### src/rtl/pc_sequencer.sv
// Program-counter sequencer: picks the next fetch address from return / call / branch / sequential
// sources and keeps a small hardware return-address stack for call/return.
module pc_sequencer #(
    parameter logic [15:0] RESET_PC    = 16'h0000,
    parameter int          STACK_DEPTH = 8
) (
    input  logic        clk,
    input  logic        rst_n,
    input  logic        enable,
    input  logic        jump,
    input  logic        is_branch,
    input  logic        is_call,
    input  logic        is_ret,
    input  logic [15:0] target,
    output logic [15:0] pc,
    output logic        redirect,
    output logic [4:0]  depth,
    output logic        stack_overflow,
    output logic        stack_underflow
);

    localparam int         PW   = $clog2(STACK_DEPTH);
    localparam logic [4:0] FULL = 5'(STACK_DEPTH);

    logic [15:0]   stack_mem [STACK_DEPTH];
    logic [15:0]   pc_inc;
    logic [PW-1:0] wr_idx;
    logic [PW-1:0] rd_idx;

    logic [15:0] pc_next;
    logic        redirect_next;
    logic [4:0]  depth_next;
    logic        ovf_next;
    logic        unf_next;
    logic        push;

    assign pc_inc = pc + 16'd1;
    // Slots are indexed by depth, so truncation keeps every index inside the array.
    assign wr_idx = depth[PW-1:0];
    assign rd_idx = PW'(depth - 5'd1);

    always_comb begin
        pc_next       = pc;
        redirect_next = 1'b0;
        depth_next    = depth;
        ovf_next      = stack_overflow;
        unf_next      = stack_underflow;
        push          = 1'b0;
        if (enable) begin
            if (is_ret) begin
                if (depth != 5'd0) begin
                    pc_next       = stack_mem[rd_idx];
                    depth_next    = depth - 5'd1;
                    redirect_next = 1'b1;
                end else begin
                    pc_next  = pc_inc;
                    unf_next = 1'b1;
                end
            end else if (is_call) begin
                pc_next       = target;
                redirect_next = 1'b1;
                if (depth == FULL) begin
                    ovf_next = 1'b1;
                end else begin
                    push       = 1'b1;
                    depth_next = depth + 5'd1;
                end
            end else if (is_branch && jump) begin
                pc_next       = target;
                redirect_next = 1'b1;
            end else begin
                pc_next = pc_inc;
            end
        end
    end

    always_ff @(posedge clk) begin
        if (!rst_n) begin
            pc              <= RESET_PC;
            redirect        <= 1'b0;
            depth           <= 5'd0;
            stack_overflow  <= 1'b0;
            stack_underflow <= 1'b0;
        end else begin
            pc              <= pc_next;
            redirect        <= redirect_next;
            depth           <= depth_next;
            stack_overflow  <= ovf_next;
            stack_underflow <= unf_next;
        end
    end

    // Stack storage needs no reset; a push coinciding with reset is suppressed.
    always_ff @(posedge clk) begin
        if (rst_n && push) begin
            stack_mem[wr_idx] <= pc_inc;
        end
    end

endmodule
### config.mk
export PLATFORM = sky130hd
export DESIGN_NAME = pc_sequencer
export DESIGN_NICKNAME = d
export VERILOG_FILES = /design/src/rtl/pc_sequencer.sv
export SDC_FILE = /design/constraint.sdc
export NUM_CORES = 1
export LEC_CHECK = 0
export ABC_AREA = 1
export CORE_UTILIZATION = 23
export CTS_CLUSTER_DIAMETER = 50
export DETAILED_ROUTE_END_ITERATION = 6
export PLACE_DENSITY = 0.42
export SLEW_MARGIN = 20
export SYNTH_ARGS = -nofsm -noshare
export SYNTH_HDL_FRONTEND = slang
export SYNTH_SLANG_ARGS = --single-unit
### constraint.sdc
create_clock -name clk -period 3.7 [get_ports clk]
set_clock_uncertainty 0.1 [all_clocks]
set_input_delay 0.925 -clock clk [delete_from_list [all_inputs] [get_ports clk]]
set_output_delay 0.925 -clock clk [all_outputs]
set_load 0.005 [all_outputs]
After elaboration in Yosys (flattened, before gate mapping)
Memory sizes are Yosys's and may differ from the RTL's. Cells that the tools add are included.

Register bits: 24. RAM bits: 128. Input bits: 23. Output and inout port bits: 24. Word-level logic and storage cells: 40. Memories kept: 1.

Memory list: stack_mem (words 8, width 16, read ports 1, clocked after Yosys merged registers in 0, write ports 1, line 25) `logic [15:0] stack_mem [STACK_DEPTH];`.

$add $sub $neg: 3. Equal/unequal tests: 3. Mux-type cells: 18. Bitwise gates (word level): 2. Reduce and logical (&&, ||, !) cells: 8.

Operator list (count): two-way mux 16 bit (4); two-way mux 5 bit (4); adder 16 x 1 -> 16 bit, second input constant (1); two-way mux 1 bit (10); AND reduction 4 bit (2); adder 5 x 1 -> 5 bit, second input constant (1); equality test 5 x 4 -> 1 bit, second input constant (1); nonzero test 5 bit (1); subtractor 5 x 1 -> 5 bit, second input constant (1); AND reduction 3 bit (1); logical AND 1 bit (2); inequality test 2 x 1 -> 1 bit, second input constant (1); inequality test 2 bit, second input constant (1); inverter 1 bit (2); AND reduction 2 bit (1); nonzero test 2 bit (1).

Depth between registers and ports, before layout
Gate-level depths: netlist of the first run.

Depth in word-level cells: 8. Gate-level depth with buffers: 14. Depth with buffers taken out: 12.

Worst setup path before layout of the first run
No wires, ideal clock.

Path kind: input port to flip-flop. Start: input is_ret. End: memory stack_mem[3][0] (enable). Setup time: 0.409 ns. Data arrival time: 2.649 ns. Required time: 3.191 ns. Setup slack: 0.542 ns. Stages: 6. Path buffers: 1. Path through: buf_2 > inv_1 > nand2_1 > nor3_1 > nand2_1 > nor3_1.

Cells in the longest elaborated chain, start to end: 5.

RTL lines: start, declared (line 13) `input logic is_ret,`; two-way mux 1 bit (line 50) `if (is_ret) begin`; two-way mux 1 bit (line 49) `if (enable) begin`; logical AND 1 bit (line 95) `if (rst_n && push) begin`; two-way mux 1 bit (line 95); two-way mux 1 bit (not written as such) (line 96) `stack_mem[wr_idx] <= pc_inc;`; end, declared (line 25).

No other way between the ends.

Worst setup path in the final report of the first run
Start: register depth[0]. End: output depth[0].

RTL lines: start, declared (line 17) `output logic [4:0] depth,`; start signal, assigned (line 87) `depth <= depth_next;`.

No word-level cell between the ends.

==> metrics, run 1 <==
Longest Clk Path Bufs 2; Iter 0 DRT Violations 302; kind of critical path reg -> out; number of synthesized flops with an enable pin 128; WHS Endpoint stack_underflow; VDD IR max 0.3048 mV; Root Buffer clkbuf_16; Row Count 64; Hold Path Stages 1; Tcrit/Tclk final 82.66%; Fin. Hold Viols 0; WP buf/inv 2; # resized after CTS 0; yosys warns 0; I/O pins 47; Placed Instances 1174; Startpoint Class register; RD Place Congestion 0.7344; vias per inst 4.314; GRT overflow 0; Slowest-stage cell, CP clkdlybuf4s50_1; Avg Synthesized Cell Area 9.600 um^2; Worst-Skew Late Latency 0.42 ns; most common cell after layout, fill and taps aside nand2_1; Crit. End Element output port; TritonCTS Sinks 152; n_diodes 0; Yosys reg bits 152; Data required, critical path 2.67 ns; cell leakage power 0.003215 uW; MaxCap Viol Count 0; FF-to-FF path depth 10; Worst path max stage delay 0.64 ns; first-pass GRT wire length 29970 um; min-delay worst type reg -> reg; post-layout min period 3.058 ns; RSZ-0062 raised after global routing no; CTS buffer count 17; Core Region 0.03067 mm^2; Synth Net Count 776; H-Tree Level Count 4; beginning of the worst hold path stack_underflow; gr usage total 12.76%; cell area after synthesis 0.007191 mm^2; PwrDens 503.7 mW/mm^2; Post-DRT Antenna Nets 0; max-slew violations 0; Initial Util 23.45%; P&R area growth vs syn 21.18%; hold slack final 0.3726 ns; Crit Path Max Fanout 73; setup TNS 0 ns; final setup vio count 0; Die Y 178.8 um; Mapped Cells 749; DR pass1 iterations 4; R2R Path End stack_mem[6][11]; setup slack, reg-to-reg 0.96 ns; R2R Path Start depth[1]; main flop type after synthesis edfxtp_1; CTS tree done; # DRC 0; most frequent cells in the layout nand2_1 (178), edfxtp_1 (128), nand3_1 (101); Slew @ Worst Pin 1.048 ns; initial antenna violation count 0; total vias in the final route 5203; Nets 824; Arrival @ worst endpoint 2.03 ns; Seq/Total Area, Yosys 60.14%; Post-Layout Inst Area 0.008713 mm^2; largest net degree at the start of global routing 74; CP delay by family, top buffers and inverters; Die Area 0.03197 mm^2; max_slew headroom 29.60%; DRT Wirelength 19400 um; vias in the first global route 4867; I/O Buffers 46; status finished clean; Synth cell types 41; setup bufs post-CTS 0; DR WL/cell 16.08 um; hpwl dp 12840 um; Cell Chain, Critical Path buf_4 -> clkdlybuf4s50_1; Fmax 0.3270 GHz; placed cell area 0.008125 mm^2; post-cts hold buffer count 0; Final Non-Filler Cells 1206; DIE WIDTH 178.8 um; ys async rst share 0%; layout cells sized above 1 13.09%; Reg clk slew, reported paths 0.06 ns; Fillers 3230
## worst max path at each step
stage,cells after the start,from,endpoint
2_1_floorplan,6,is_ret,stack_mem[3][0]
3_3_place_gp,6,enable,stack_mem[6][13]
3_5_place_dp,6,enable,stack_mem[6][13]
4_1_cts,2,depth[0],depth[0]
5_1_grt,2,depth[0],depth[0]
6_report,2,depth[0],depth[0]
## kinds of logic after synthesis
kind of cell	share of synthesized area, %
and+or+nand+nor	26.90
DFF	60.14
buffers and inverters	5.203
AOI/OAI and AO/OA	5.742
xor gates and xnor gates	1.322
adders and majority gates	0.6960
## metrics by stage
stage	total power, uW	setup slack, ns	util, %
6_report	4389	0.6416	28.41
4_1_cts	4458	0.5402	28.41
5_1_grt	4598	0.5027	28.41
2_1_floorplan	2418	0.5415	-
3_3_place_gp	2689	0.6352	26.49
3_5_place_dp	2687	0.6260	26.49
## cell usage after synthesis (2+ instances only)
master    instances  area (um^2)
o21ai_0          41        205.2
a21oi_1          21        105.1
nor2_4            5        56.30
buf_6             2        22.52
o211ai_1          2        15.01
inv_4             2        12.51
edfxtp_1        128         3844
o21bai_2          2        22.52
o21ai_1           2        10.01
nand2_1         178        668.1
inv_2             6        22.52
nand3b_1          2        15.01
inv_1            37        138.9
nand4_2           2        25.02
clkinv_1          2        7.510
ha_1              4        50.05
dfxtp_1          24        480.5
nor3_1            6        30.03
nand3_2           3        30.03
xnor2_1           5        43.79
clkbuf_1          4        15.01
nor2_2            7        43.79
nand2_4           4        45.04
xor2_1            4        35.03
nand3_1         101        505.5
buf_2            22        110.1
nand2_2          16        100.1
buf_4             5        37.54
nor2_1           97        364.1
nand4_1           4        25.02
## worst reg2reg max path, cell delays in order, from the launching register on
cell,delay [ns]
dfxtp_1,0.49
inv_1,0.21
ha_1,0.24
inv_1,0.08
nor2_2,0.05
nand3_1,0.12
nand2_1,0.08
nor3_1,0.30
nand2_1,0.25
nor2_2,0.34
buf_12,0.18
## per-layer routing
metal / track usage (%) / wire length [um] / share of wire (%)
met5: 0 / 0 / 0
met4: 3.990 / 251 / 1.3
met3: 2.375 / 651 / 3.4
met2: 19.10 / 8568 / 44
met1: 18.40 / 9924 / 51
## power by group
part	internal (uW)	leakage [uW]	switching, uW	total [uW]
logic	224	0.00158	454	678
registers	1910	0.00137	48.4	1960
clock network	1060	0.000270	689	1750
## sequential cells by signal, summed over array words and instances, names as in the netlist
name,count
depth,5
pc,16
redirect,1
stack_mem,128
stack_overflow,1
stack_underflow,1
## final cells by class
class                           instances  area (um^2)  share of cell area, %
Clock buffer                           21        440.4                  5.055
Clock inverter                         11        147.6                  1.694
Inverter                               47        181.4                  2.082
Multi-Input combinational cell        516         2522                  28.95
Sequential cell                       152         4325                  49.64
Tap cell                              396        495.5                  5.686
Timing Repair Buffer                   63        600.6                  6.893
No activity file was read; power rests on OpenSTA's default activity.
==> inputs of run 2 (changes only) <==
clock period = 3.2 ns   (was 3.7 ns; I/O delays follow)
==> run 2 against run 1 <==
Against the previous run: non-clock buffer count up 9; combinational power is 20% higher; sequential power rose by 15%; setup slack worse by 0.36 ns; critical path type unchanged; critical endpoint unchanged.
==> metrics, run 2 (synthesis gave the netlist of run 1 again) <==
status finished clean; n_diodes 0; CP delay by family, top buffers and inverters; hold slack final 0.3740 ns; DR pass1 iterations 4; Routed met3 length 721 um; Startpoint Class register; Largest regs stack_mem: 128 flops, pc: 16 flops, depth: 5 flops; most common cell after layout, fill and taps aside nand2_1; most frequent cells in the layout nand2_1 (178), edfxtp_1 (128), nand3_1 (101); Post-Layout Inst Area 0.008884 mm^2; Fmax 0.3428 GHz; TritonCTS Sinks 152; total vias in the final route 5277; Data required, critical path 2.30 ns; DRT Wirelength 19800 um; Worst-Skew Late Latency 0.43 ns; Row Count 64; Tcrit/Tclk final 91.15%; setup bufs post-CTS 0; kind of critical path reg -> out; Die Y 178.8 um; max_slew headroom 45.15%; RD Place Congestion 0.7500; vias in the first global route 5102; MaxCap Viol Count 0; Post-DRT Antenna Nets 0; Reg clk slew, reported paths 0.07 ns; GRT overflow 0; I/O Buffers 46; Arrival @ worst endpoint 2.02 ns; # resized after CTS 0; Die Area 0.03197 mm^2; Cell Chain, Critical Path buf_4 -> clkdlybuf4s50_1; I/O pins 47; Slowest-stage cell, CP clkdlybuf4s50_1; WL met1 10090 um; gr usage total 13.08%; Initial Util 23.45%; max reg flops 128; WP buf/inv 2; CTS tree done; Longest Clk Path Bufs 2; min-delay worst type reg -> reg; Crit. End Element output port; met2 routed WL 8681 um; Crit Path Max Fanout 73; final setup vio count 0; first-pass GRT wire length 30730 um; Core Region 0.03067 mm^2; RSZ-0062 raised after global routing no; CTS buffer count 17; Nets 833; Worst path max stage delay 0.64 ns; VDD IR max 0.3458 mV; Fillers 3185; DR WL/cell 16.30 um; placed cell area 0.008255 mm^2; PwrDens 588.2 mW/mm^2; H-Tree Level Count 4; vias per inst 4.343; P&R area growth vs syn 23.54%; # DRC 0; hpwl dp 13010 um; post-layout min period 2.917 ns; initial antenna violation count 0; Max Used Layer met4; Iter 0 DRT Violations 273; DIE WIDTH 178.8 um; Fin. Hold Viols 0; layout cells sized above 1 14.29%; post-cts hold buffer count 0; Most flops, register stack_mem; max-slew violations 0; largest net degree at the start of global routing 74; cell leakage power 0.003292 uW; Slew @ Worst Pin 0.8228 ns; Root Buffer clkbuf_16; setup TNS 0 ns
## run 2: cell count changes in the layout (fill, tap and decap cells not counted), sizes merged
cell,before,now
clkbuf,21,18
buf,17,26
clkinv,4,5
bufinv,3,4
inv,46,47
## run 2: metal layers
metal,up-vias,global-route usage [%]
met4,0,4.590
li1,2644,-
met2,112,19.32
met1,2499,19.19
met3,22,1.951
met5,-,0
## run 2: cell type report
class | count | area [um^2] | share of cell area [%]
timing repair buffer | 72 | 730.7 | 8.225
sequential | 152 | 4325 | 48.69
clock inverter | 14 | 198.9 | 2.239
multi-input combinational | 516 | 2522 | 28.39
tap | 396 | 495.5 | 5.577
clock buffer | 18 | 429.2 | 4.831
inverter | 47 | 181.4 | 2.042
## run 2: through the flow
| step | instances | utilization (%) | setup slack, ns | total power (uW) |
|---|---|---|---|---|
| 2_1_floorplan | 749 | - | 0.08046 | 2796 |
| 3_3_place_gp | 1183 | 26.92 | 0.3080 | 3127 |
| 3_5_place_dp | 1183 | 26.92 | 0.2803 | 3127 |
| 4_1_cts | 1215 | 28.97 | 0.1777 | 5285 |
| 5_1_grt | 1215 | 28.97 | 0.1207 | 5447 |
| 6_report | 1215 | 28.97 | 0.2832 | 5225 |
## run 2: report_power, final
part	switching [uW]	internal (uW)	total, uW
combinational	541	274	815
sequential	51.7	2210	2260
clock	836	1310	2150
## run 2: final timing paths
| check | start | to | slack [ns] | cells past startpoint |
|---|---|---|---|---|
| setup / recovery | depth[0] | depth[0] | 0.28 | 2 |
| hold / removal | stack_underflow | stack_underflow | 0.37 | 1 |
| setup reg to reg | depth[1] | stack_mem[4][8] | 0.59 | 10 |
| hold reg to reg | stack_underflow | stack_underflow | 0.37 | 1 |
==> inputs of run 3 (changes only) <==
==> constraint.sdc (replaced) <==
create_clock -name clk -period 3.2 [get_ports clk]
set_clock_uncertainty 0.1 [all_clocks]
set_input_delay 0.8 -clock clk [delete_from_list [all_inputs] [get_ports clk]]
set_output_delay 0.8 -clock clk [all_outputs]
set_load 0.01 [all_outputs]
==> results of run 3 <==
Same layout as run 2 (identical final DEF). Status: finished clean.
Among the figures that moved: setup slack after layout 0.2832 ns -> 0.2479 ns; total power 5225 uW -> 5236 uW
==> RTL edit: new RTL, flow settings as in run 2 <==
`STACK_DEPTH`: 8 -> 16.
--- a/src/rtl/pc_sequencer.sv
+++ b/src/rtl/pc_sequencer.sv
@@ -3,5 +3,5 @@
 module pc_sequencer #(
     parameter logic [15:0] RESET_PC    = 16'h0000,
-    parameter int          STACK_DEPTH = 8
+    parameter int          STACK_DEPTH = 16
 ) (
     input  logic        clk,
Behaviour: no difference found for any inputs over 4 cycles, from zero or initial values and one cycle with rst_n low; that may be too few to reach the edited logic, so the function may still have changed.
==> RTL edit against run 2 <==
Routed wire length increased by 71%. Count of clock-buffer cells in the layout increased by 22. Sequential cell count up 128. Power is 96% higher. First-iteration DRC count grew 90%. Via count increased by 56%. Synthesized area rose by 69%. Setup slack improved by 0.038 ns. Final area up 68%. Critical endpoint unchanged. Highest routed layer unchanged.
==> RTL edit: results (changes against run 2) <==
{| class="wikitable"
! Metric !! Value
|-
| Maximum net fanout on the critical path || 132 (was 73)
|-
| Routed wire length per instance || 18.21 um (was 16.30 um)
|-
| Number of global-route vias before repair || 8348 (was 5102)
|-
| Status || finished clean (unchanged)
|-
| HPWL after detailed placement || 22390 um (was 13010 um)
|-
| Placer's final routability congestion estimate || 0.7527 (was 0.7500)
|-
| Buffers from clock root to sink, at most || 3 (was 2)
|-
| Placed cell count || 1799 (was 1183)
|-
| Die Width || 231.6 um (was 178.8 um)
|-
| Nets@finish || 1184 (was 833)
|-
| Library cells used by synthesis || 40 (was 41)
|-
| Wire length of the first global-routing pass || 51140 um (was 30730 um)
|-
| Max-slew headroom || 39.63% (was 45.15%)
|-
| Number of iterations in the first detailed-routing pass || 7 (was 4)
|-
| Layout cell share with drive strength beyond 1 || 13.97% (was 14.29%)
|-
| Clock input transition at the sequential cells of the worst setup and hold paths || 0.05 ns (was 0.07 ns)
|-
| Fill cells || 5337 (was 3185)
|-
| Clock insertion delay at the later pin of the skew report || 0.54 ns (was 0.43 ns)
|-
| Xor/xnor cell area share of the yosys netlist || 0.9904% (was 1.322%)
|-
| Sequential share of the synthesized area || 67.35% (was 60.14%)
|-
| Worst path arrival time || 1.98 ns (was 2.02 ns)
|-
| Cell count after synthesis || 1079 (was 749)
|-
| All-layer global routing usage || 12.65% (was 13.08%)
|-
| Leakage power || 5.100 nW (was 3.292 nW)
|-
| Post-route insts no fill || 1861 (was 1215)
|-
| Beginning of the worst hold path || stack_overflow$_SDFFE_PN0P_ (was stack_underflow$_SDFFE_PN0P_)
|-
| Number of buffers added by the clock tree synthesis step || 34 (was 17)
|-
| Maximum number of pins on one net before global-route repair || 133 (was 74)
|-
| Number of enable-type register cells in the synthesized netlist || 256 (was 128)
|-
| Biggest area contributors in the synthesized netlist || edfxtp_1 63%, nor2_1 6.3%, o21ai_0 5.1% (was edfxtp_1 53%, nand2_1 9.3%, nand3_1 7.0%)
|-
| Max VDD drop || 0.0003510 V (was 0.0003458 V)
|-
| DRC marker count from the first detailed-route iteration || 518 (was 273)
|-
| Routed vias/inst || 4.416 (was 4.343)
|-
| Adder and majority gate portion of the synthesized area || 0.6190% (was 0.6960%)
|-
| Synthesized-area fraction occupied by ao, oa, aoi and oai cells || 11.13% (was 5.742%)
|-
| Largest registers ranked by flip-flop count || stack_mem (256), pc (16), depth (5) (was stack_mem (128), pc (16), depth (5))
|}
RTL edit: cell count changes in the layout (fill, tap and decap cells not counted), sizes merged, moves of 11 or more:
cell    before  now
nand3      104   69
o211ai       2   55
buf         26   53
o21ai       44  140
clkbuf      18   40
nand2      198  140
a21oi       22   33
edfxtp     128  256
nor2       110  213
RTL edit: worst max-delay path, stage by stage, from the launching register on:
cell             delay, ns
dfxtp_4               0.37
buf_12                0.41
clkdlybuf4s50_1       0.61
RTL edit: cells by family (layout without fill, tap and decap cells):
kind of cell | Yosys count | in the layout
compound gates | 230 | 230
xor+xnor | 12 | 12
fa+ha+maj | 6 | 6
buf+inv | 113 | 215
flops | 280 | 280
simple gates | 438 | 438
RTL edit: layer usage:
layer	vias up	GRT usage, %	part of all wire, %
met5	-	0	0
met4	0	3.063	1.9
met3	46	1.956	2.8
met2	128	23.38	53
met1	4075	15.19	43
li1	3969	-	-
RTL edit: area by class of cell:
type	instances	area share (%)
clock inverter	22	1.959
tap	680	5.694
sequential	280	54.68
inverter	54	1.373
timing repair buffer	99	7.084
clock buffer	40	5.844
multi-input combinational	686	23.36
RTL edit: path summary, 6_finish.rpt:
kind / depth (start not counted) / slack (ns) / end
setup / recovery: 2 / 0.32 / depth[0]
hold / removal: 2 / 0.37 / stack_overflow$_SDFFE_PN0P_
setup reg to reg: 9 / 0.50 / pc[8]$_SDFFE_PN0P_
hold reg to reg: 2 / 0.37 / stack_overflow$_SDFFE_PN0P_
RTL edit: power breakdown:
| group | leakage, nW | switching [mW] | total (mW) | internal (mW) |
|---|---|---|---|---|
| sequential | 2.54 | 0.0552 | 4.16 | 4.10 |
| combinational | 2.00 | 1.41 | 2.05 | 0.647 |
| clock | 0.558 | 1.55 | 4.01 | 2.46 |
RTL edit: through the flow:
stage	setup slack [ns]	cell area, um2	utilization, %
detailed placement	0.1195	13780	26.64
CTS	0.2606	14940	28.89
finish	0.3210	14940	28.89
global route	0.1952	14940	28.89
global placement	0.09112	13780	26.64
floorplan	0.1603	12130	-
